### config.mk
export PLATFORM = sky130hd
export DESIGN_NAME = prompt_sequencer
export DESIGN_NICKNAME = d
export VERILOG_FILES = /design/src/rtl/prompt_pkg.sv /design/src/rtl/frame_tick.sv /design/src/rtl/prompt_sequencer.sv
export SDC_FILE = /design/constraint.sdc
export NUM_CORES = 1
export LEC_CHECK = 0
export CAP_MARGIN = 20
export CORE_MARGIN = 4
export CORE_UTILIZATION = 39
export CTS_CLUSTER_DIAMETER = 50
export DETAILED_ROUTE_END_ITERATION = 8
export PLACE_DENSITY = 0.67
export SYNTH_ARGS = -nofsm -noshare
export SYNTH_HDL_FRONTEND = slang
export SYNTH_SLANG_ARGS = --single-unit
### constraint.sdc
create_clock -name clk -period 2.2 [get_ports clk]
set_input_delay 0.33 -clock clk [delete_from_list [all_inputs] [get_ports clk]]
set_output_delay 0.33 -clock clk [all_outputs]
set_load 0.01 [all_outputs]
### src/rtl/prompt_pkg.sv
// Shared definitions for the countdown prompt sequencer: FSM states, default raster
// tick point and the bit position of each prompt enable.
package prompt_pkg;

  typedef enum logic [2:0] {
    StIdle,
    StArm,
    StShow3,
    StShow2,
    StShow1,
    StGo
  } state_e;

  // First blanking line, leftmost column.
  localparam int unsigned TickHDefault = 0;
  localparam int unsigned TickVDefault = 480;

  localparam int unsigned NumPrompts = 4;
  localparam int unsigned PromptG3   = 0;
  localparam int unsigned PromptG2   = 1;
  localparam int unsigned PromptG1   = 2;
  localparam int unsigned PromptGo   = 3;

  function automatic logic [NumPrompts-1:0] prompt_enables(input state_e st);
    logic [NumPrompts-1:0] en;
    en = '0;
    case (st)
      StShow3: en[PromptG3] = 1'b1;
      StShow2: en[PromptG2] = 1'b1;
      StShow1: en[PromptG1] = 1'b1;
      StGo:    en[PromptGo] = 1'b1;
      default: en = '0;
    endcase
    return en;
  endfunction

endpackage

### src/rtl/frame_tick.sv
// One-cycle tick on the first clk at which the raster sits on the configured point;
// the point is held for a whole pixel, which spans several clks.
module frame_tick
  import prompt_pkg::*;
#(
  parameter int unsigned TICK_H = TickHDefault,
  parameter int unsigned TICK_V = TickVDefault
) (
  input  logic       clk,
  input  logic       rst,
  input  logic [9:0] hCount,
  input  logic [9:0] vCount,
  output logic       tick
);

  logic at_pt;
  logic at_pt_q;

  assign at_pt = (hCount == 10'(TICK_H)) && (vCount == 10'(TICK_V));

  // Resets high so a reset released on the tick point does not fire a tick.
  always_ff @(posedge clk) begin
    if (rst) begin
      at_pt_q <= 1'b1;
    end else begin
      at_pt_q <= at_pt;
    end
  end

  assign tick = at_pt && !at_pt_q;

endmodule

### src/rtl/prompt_sequencer.sv
// Frame-aligned "3", "2", "1", "GO" countdown driving the prompt overlay enables,
// with a GO pulse for the reaction timer and a done pulse on normal completion.
module prompt_sequencer
  import prompt_pkg::*;
#(
  parameter int unsigned FRAMES_PER_STEP = 60,
  parameter int unsigned GO_FRAMES       = 30,
  parameter int unsigned TICK_H          = TickHDefault,
  parameter int unsigned TICK_V          = TickVDefault
) (
  input  logic       clk,
  input  logic       rst,
  input  logic [9:0] hCount,
  input  logic [9:0] vCount,
  input  logic       start,
  input  logic       abort,
  output logic       en_g3,
  output logic       en_g2,
  output logic       en_g1,
  output logic       en_go,
  output logic       go_pulse,
  output logic       done,
  output logic       busy
);

  localparam logic [7:0] StepLast = 8'(FRAMES_PER_STEP - 1);
  localparam logic [7:0] GoLast   = 8'(GO_FRAMES - 1);

  state_e                state_q, state_d;
  logic [7:0]            fcnt_q, fcnt_d;
  logic [NumPrompts-1:0] en_q, en_d;
  logic                  go_pulse_q, go_pulse_d;
  logic                  done_q, done_d;
  logic                  busy_q, busy_d;
  logic                  tick;

  frame_tick #(
    .TICK_H (TICK_H),
    .TICK_V (TICK_V)
  ) u_frame_tick (
    .clk    (clk),
    .rst    (rst),
    .hCount (hCount),
    .vCount (vCount),
    .tick   (tick)
  );

  always_ff @(posedge clk) begin
    if (rst) begin
      state_q    <= StIdle;
      fcnt_q     <= '0;
      en_q       <= '0;
      go_pulse_q <= 1'b0;
      done_q     <= 1'b0;
      busy_q     <= 1'b0;
    end else begin
      state_q    <= state_d;
      fcnt_q     <= fcnt_d;
      en_q       <= en_d;
      go_pulse_q <= go_pulse_d;
      done_q     <= done_d;
      busy_q     <= busy_d;
    end
  end

  always_comb begin
    state_d = state_q;
    fcnt_d  = fcnt_q;
    if (abort) begin
      state_d = StIdle;
      fcnt_d  = '0;
    end else begin
      case (state_q)
        StIdle: begin
          if (start) begin
            state_d = StArm;
            fcnt_d  = '0;
          end
        end
        StArm: begin
          if (tick) begin
            state_d = StShow3;
            fcnt_d  = '0;
          end
        end
        StShow3, StShow2, StShow1: begin
          if (tick) begin
            if (fcnt_q == StepLast) begin
              state_d = (state_q == StShow3) ? StShow2 :
                        (state_q == StShow2) ? StShow1 : StGo;
              fcnt_d  = '0;
            end else begin
              fcnt_d = fcnt_q + 8'd1;
            end
          end
        end
        StGo: begin
          if (tick) begin
            if (fcnt_q == GoLast) begin
              state_d = StIdle;
              fcnt_d  = '0;
            end else begin
              fcnt_d = fcnt_q + 8'd1;
            end
          end
        end
        default: begin
          state_d = StIdle;
          fcnt_d  = '0;
        end
      endcase
    end
  end

  // Outputs are decoded from the next state so they register on the same edge.
  always_comb begin
    en_d       = prompt_enables(state_d);
    busy_d     = (state_d != StIdle);
    go_pulse_d = (state_q == StShow1) && (state_d == StGo);
    done_d     = (state_q == StGo) && (state_d == StIdle) && !abort;
  end

  assign en_g3    = en_q[PromptG3];
  assign en_g2    = en_q[PromptG2];
  assign en_g1    = en_q[PromptG1];
  assign en_go    = en_q[PromptGo];
  assign go_pulse = go_pulse_q;
  assign done     = done_q;
  assign busy     = busy_q;

endmodule

==> run metrics, run 1 <==
maximum number of pins on one net before global-route repair 12; number of warnings printed during yosys synthesis 0; critical path capture point type flop; port bufs 30; pin slew with the least headroom to its limit 0.469 ns; number of DRC violations after detailed routing 0; GRT Total Usage 15.0%; H-Tree Level Count 1; most numerous cell in the Yosys netlist dfxtp_1; sequential cell area fraction in the yosys report 33.7%; antenna violations before repair 0; Total Routed Length 2590 um; width of the die just over 60 um; CTS hold repair buffers 0; Hold Violations, Final 0; area added between synthesis and finish 33.9%; relative slew slack 68.5%; full die area 0.00382 mm^2; starting utilization of the core area 41.0%; via count of the first global-routing pass 976; total clock buffers created by CTS 3; Routed Antenna Nets 0; path category of the worst min-delay check flop to flop; count of inserted antenna diode cells 0; drt via density 5.43; DP Wirelength about 2000 um; clock network latency to the later pin of the worst-skew pair 0.30 ns; dpl ws approximately 0.015 ns; share of final-layout standard cells stronger than drive strength 1 a little under a quarter; Worst Path Required between 2 and 2.5 ns; post-synth design cell area 0.00113 mm^2; setup TNS after final layout 0 ns; area share of the largest cell type after synthesis around 34%; skew final slightly below 0.009 ns; maximum vdd drop around 350 uV; number of distinct library cell variants in the gate-level netlist after synthesis 48; Initial DRT Pass Iterations 4; Post-synth top flop dfxtp_1; num ports 31; least setup slack across all paths after layout 0.267 ns; first-pass GRT wire length 4260 um; clock transition time at the flip-flop clock pins of the worst setup and hold paths 0.11 ns; cells taking the most area after synthesis dfxtp_1 34%, xnor2_1 5.4%, nor2_1 5.3%; floorplan die height ~62 um; clock period minus worst slack just under 2 ns; Synth area leader dfxtp_1; TritonCTS clock tree built; wire length on met1 1090 um; count of maximum capacitance violations 0; final layout net count 179; total power 0.637 mW; syn_nets 143; number of DRC violations after detailed-routing iteration 0 13; buffer levels on the longest clock path 2; post-CTS setup buffers 0; highest achievable clock rate 0.517 GHz; total of flip-flops plus latches after synthesis 19; detailed-route via count 994; WL per Instance between 10 and 15 um; total global routing overflow 0; highest routed layer met4; status finished, final reports clean; Cell Rows 19; Resize count post-CTS 0; async set-or-reset flop fraction in the synthesized netlist 0%; total core area 0.00276 mm^2; total count of max-transition violations in the final report 0; routed wl met3 between 200 and 250 um; maximum fanout count along the critical path 7; most common library cells after synthesis 19 x dfxtp_1, 16 x nor2_1, 7 x xnor2_1; Setup Viol. Count Final 0; power per unit of standard cell area 421 mW/mm^2; number of enable flip-flop cells after synthesis 0; Lkg Pwr 0.499 nW; Post-Syn Area per Cell between 9 and 10 um^2; Final Cycle Share 87.9%; CP Class flop to flop; weighted congestion reported at the end of routability-driven placement 0.940; setup repair after global routing missed its margin false; root buffer cell clkbuf_4; Post-Synthesis Cells 117; worst hold-check slack 0.584 ns; element type at the critical path start flop; CTS sink cnt 19; arrival time at the worst endpoint 2.16 ns; met2 WL 1260 um
==> path summary, 6_finish.rpt <==
path / from / cells after the start / to / slack, ns
worst max register to register: fcnt_q[0] / 7 / en_q[3] / 0.27
worst min-delay path: fcnt_q[4] / 2 / fcnt_q[4] / 0.58
worst max-delay path: fcnt_q[0] / 7 / en_q[3] / 0.27
worst min register to register: fcnt_q[4] / 2 / fcnt_q[4] / 0.58
==> layer usage <==
metal | vias up | GRT usage, %
li1 | 502 | -
met1 | 457 | 16.8
met2 | 31 | 26.8
met3 | 4 | 5.17
met4 | 0 | 4.55
met5 | - | 0
==> worst max-delay path, stage by stage (launching register included) <==
cell,delay [ns]
dfxtp_1,0.35
ha_1,0.20
nand4_1,0.21
nor4_4,0.41
o2111ai_1,0.20
o221a_2,0.19
o21a_2,0.15
nor3_2,0.15
==> layout make-up <==
class	count	area (um^2)
well taps	31	38.8
clock inverters	1	5.00
flip-flops and latches	19	380
repair buffers	35	338
fillers	261	1240
clock buffers	3	22.5
inverters	3	11.3
multi-input cells	91	717
==> report_power, final <==
group	total, mW	internal, mW	switching (mW)	leakage [nW]
combinational	0.107	0.0630	0.0440	0.327
clock	0.177	0.0678	0.109	0.0177
sequential	0.353	0.348	0.00495	0.154
total	0.637	0.479	0.158	0.499
==> metrics by stage <==
step | util (%) | cells | area (um^2)
after global routing | 54.9 | 183 | 1510
final | 54.9 | 183 | 1510
after floorplan | - | 117 | 1130
after global placement | 53.9 | 179 | 1490
after detailed placement | 53.9 | 179 | 1490
after CTS | 54.9 | 183 | 1510
==> cell families after synthesis <==
kind of cell	synth area share, %
simple gates	40.9
compound gates	15.0
fa+ha+maj	2.21
flops	33.7
xor+xnor	5.43
buf+inv	2.88
==> placed cells by master (no fill, tap or decap), types with 2 or more instances in the layout <==
| cell | n |
|---|---|
| a21oi_2 | 2 |
| and3_2 | 2 |
| buf_4 | 5 |
| clkbuf_4 | 3 |
| clkdlybuf4s50_1 | 30 |
| dfxtp_1 | 19 |
| ha_1 | 2 |
| inv_1 | 3 |
| nand2_1 | 4 |
| nand3_1 | 6 |
| nand4_1 | 2 |
| nor2_1 | 16 |
| nor2b_1 | 3 |
| nor3_1 | 4 |
| nor3_2 | 4 |
| nor4_1 | 4 |
| nor4_4 | 2 |
| nor4b_1 | 4 |
| o2111ai_1 | 2 |
| xnor2_1 | 7 |
==> state kept, by name, summed over array words and instances (netlist names) <==
signal and flops:
go_pulse 1, busy 1, done 1, fcnt_q 8, u_frame_tick.at_pt_q 1, state_q 3
en_q 4
Note: power is estimated with default switching activity, not from simulation.
==> inputs of run 2 (changes only) <==
--- a/config.mk
+++ b/config.mk
@@ -10,7 +10,7 @@
 export CORE_UTILIZATION = 39
 export CTS_CLUSTER_DIAMETER = 50
 export DETAILED_ROUTE_END_ITERATION = 8
-export PLACE_DENSITY = 0.67
+export PLACE_DENSITY_LB_ADDON = 0.05
 export SYNTH_ARGS = -nofsm -noshare
 export SYNTH_HDL_FRONTEND = slang
 export SYNTH_SLANG_ARGS = --single-unit
==> run 2 against run 1 <==
Net effect:
- worst hold slack worse by 0.022 ns
- non-clock buffer count unchanged
- count of clock-buffer cells in the layout up 1
- register-to-register slack better by 0.13 ns
- via count down 1.0%
- clock skew down 0.0055 ns
- sequential power about the same
- core utilization about the same
- global-route usage down 0.13 points
- critical endpoint is now busy
- flip-flop and latch count unchanged
- sequential share of layout area about the same
- clock power about the same
==> run metrics, run 2 (synthesis gave the netlist of run 1 again) <==
clock transition time at the flip-flop clock pins of the worst setup and hold paths 0.10 ns; least setup slack across all paths after layout 0.329 ns; share of final-layout standard cells stronger than drive strength 1 roughly 22%; CP Class primary input to flop; setup repair after global routing missed its margin false; num ports 31; CTS sink cnt 19; element type at the critical path start primary input; setup TNS after final layout 0 ns; Total Routed Length 2520 um; drt via density 5.38; Critical R2R Launch fcnt_q[0]; number of DRC violations after detailed-routing iteration 0 20; leading cell type in the layout, fill and taps excluded clkdlybuf4s50_1; startpoint of the worst setup timing path hCount[5]; number of DRC violations after detailed routing 0; count of maximum capacitance violations 0; arrival time at the worst endpoint 2.04 ns; Final Cycle Share 85.0%; Cell Rows 19; total clock buffers created by CTS 3; path category of the worst min-delay check flop to flop; via count of the first global-routing pass 959; Routed Antenna Nets 0; clock period minus worst slack 1.87 ns; critical path capture point type flop; delay of the slowest critical-path stage 0.44 ns; pin slew with the least headroom to its limit 0.494 ns; final layout net count 179; register with the most flip-flops fcnt_q; starting utilization of the core area 41.0%; TritonCTS clock tree built; number of filler cells placed in the layout around 260; area added between synthesis and finish 33.8%; total global routing overflow 0; max reg flops 8; relative slew slack about two thirds; Setup Viol. Count Final 0; highest achievable clock rate 0.535 GHz; buffer levels on the longest clock path 2; status finished, final reports clean; skew final 0.00331 ns; first-pass GRT wire length 4190 um; total count of max-transition violations in the final report 0; count of inserted antenna diode cells 0; Initial DRT Pass Iterations 4; registers with the highest flip-flop counts fcnt_q (8), en_q (4), state_q (3); GRT Total Usage between 10% and 20%; critical path's slowest cell clkdlybuf4s50_1; post-CTS setup buffers 0; dpl ws 0.000422 ns; CTS hold repair buffers 0; maximum vdd drop a little under 400 uV; DP Wirelength 2100 um; total core area 0.00276 mm^2; weighted congestion reported at the end of routability-driven placement 0.777; root buffer cell clkbuf_4; Cell Chain, Critical Path clkdlybuf4s50_1 -> nor4_4 -> and3b_4 -> and3_4 -> nand3_1 -> o2111ai_1 -> a31oi_1; floorplan die height 61.8 um; H-Tree Level Count 1; Resize count post-CTS 0; clock network latency to the later pin of the worst-skew pair approximately 0.30 ns; full die area about 0.0038 mm^2; power per unit of standard cell area 420 mW/mm^2; Hold Violations, Final 0; maximum number of pins on one net before global-route repair 12; Worst Path Required 2.37 ns; WL per Instance between 10 and 15 um; Lkg Pwr 0.497 nW; antenna violations before repair 0; maximum fanout count along the critical path 5; width of the die 61.8 um; detailed-route via count 984; port bufs 30; commonest cells after routing, fill and taps aside 30 x clkdlybuf4s50_1, 19 x dfxtp_1, 16 x nor2_1; startpoint of the lowest-slack hold path fcnt_q[4]
## run 2: power breakdown
| part | switching [mW] | total, mW | internal [mW] | leakage (nW) |
|---|---|---|---|---|
| logic | 0.0437 | 0.107 | 0.0629 | 0.328 |
| clock network | 0.105 | 0.176 | 0.0707 | 0.0150 |
| registers | 0.00495 | 0.353 | 0.348 | 0.154 |
| total | 0.154 | 0.635 | 0.482 | 0.497 |
## run 2: layout make-up
type                    instances  area [um^2]  area share, %
flip-flops and latches         19          380           25.2
clock buffers                   4         26.3           1.74
multi-input cells              91          717           47.4
repair buffers                 35          338           22.4
well taps                      31         38.8           2.57
inverters                       3         11.3          0.745
## run 2: worst paths after layout
| kind | end | slack, ns | cells past startpoint |
|---|---|---|---|
| max | busy | 0.33 | 7 |
| min reg2reg | fcnt_q[4] | 0.56 | 2 |
| min | fcnt_q[4] | 0.56 | 2 |
| max reg2reg | busy | 0.40 | 7 |
## run 2: stage by stage
step                      utilization [%]  hold WS [ns]  instance area (um^2)  std cells  power, mW
final                                54.8         0.562                  1510        183      0.635
after global routing                 54.8         0.602                  1510        183      0.675
after CTS                            54.8         0.561                  1510        183      0.643
after detailed placement             53.9         0.541                  1490        179      0.469
after global placement               53.9         0.519                  1490        179      0.467
after floorplan                         -         0.429                  1130        117      0.409
## run 2: worst max-delay path: cells and delay by family
kind            cells  cell delay [ns]
simple gates        4             0.88
compound gates      2             0.39
buf+inv             1             0.44
## run 2: per-layer routing
metal  up-vias  track usage (%)  wire length [um]
li1        506                -                 -
met1       457             16.1              1040
met2        14             27.8              1350
met3         7             4.34                86
met4         0             4.55                41
met5         -                0                 0
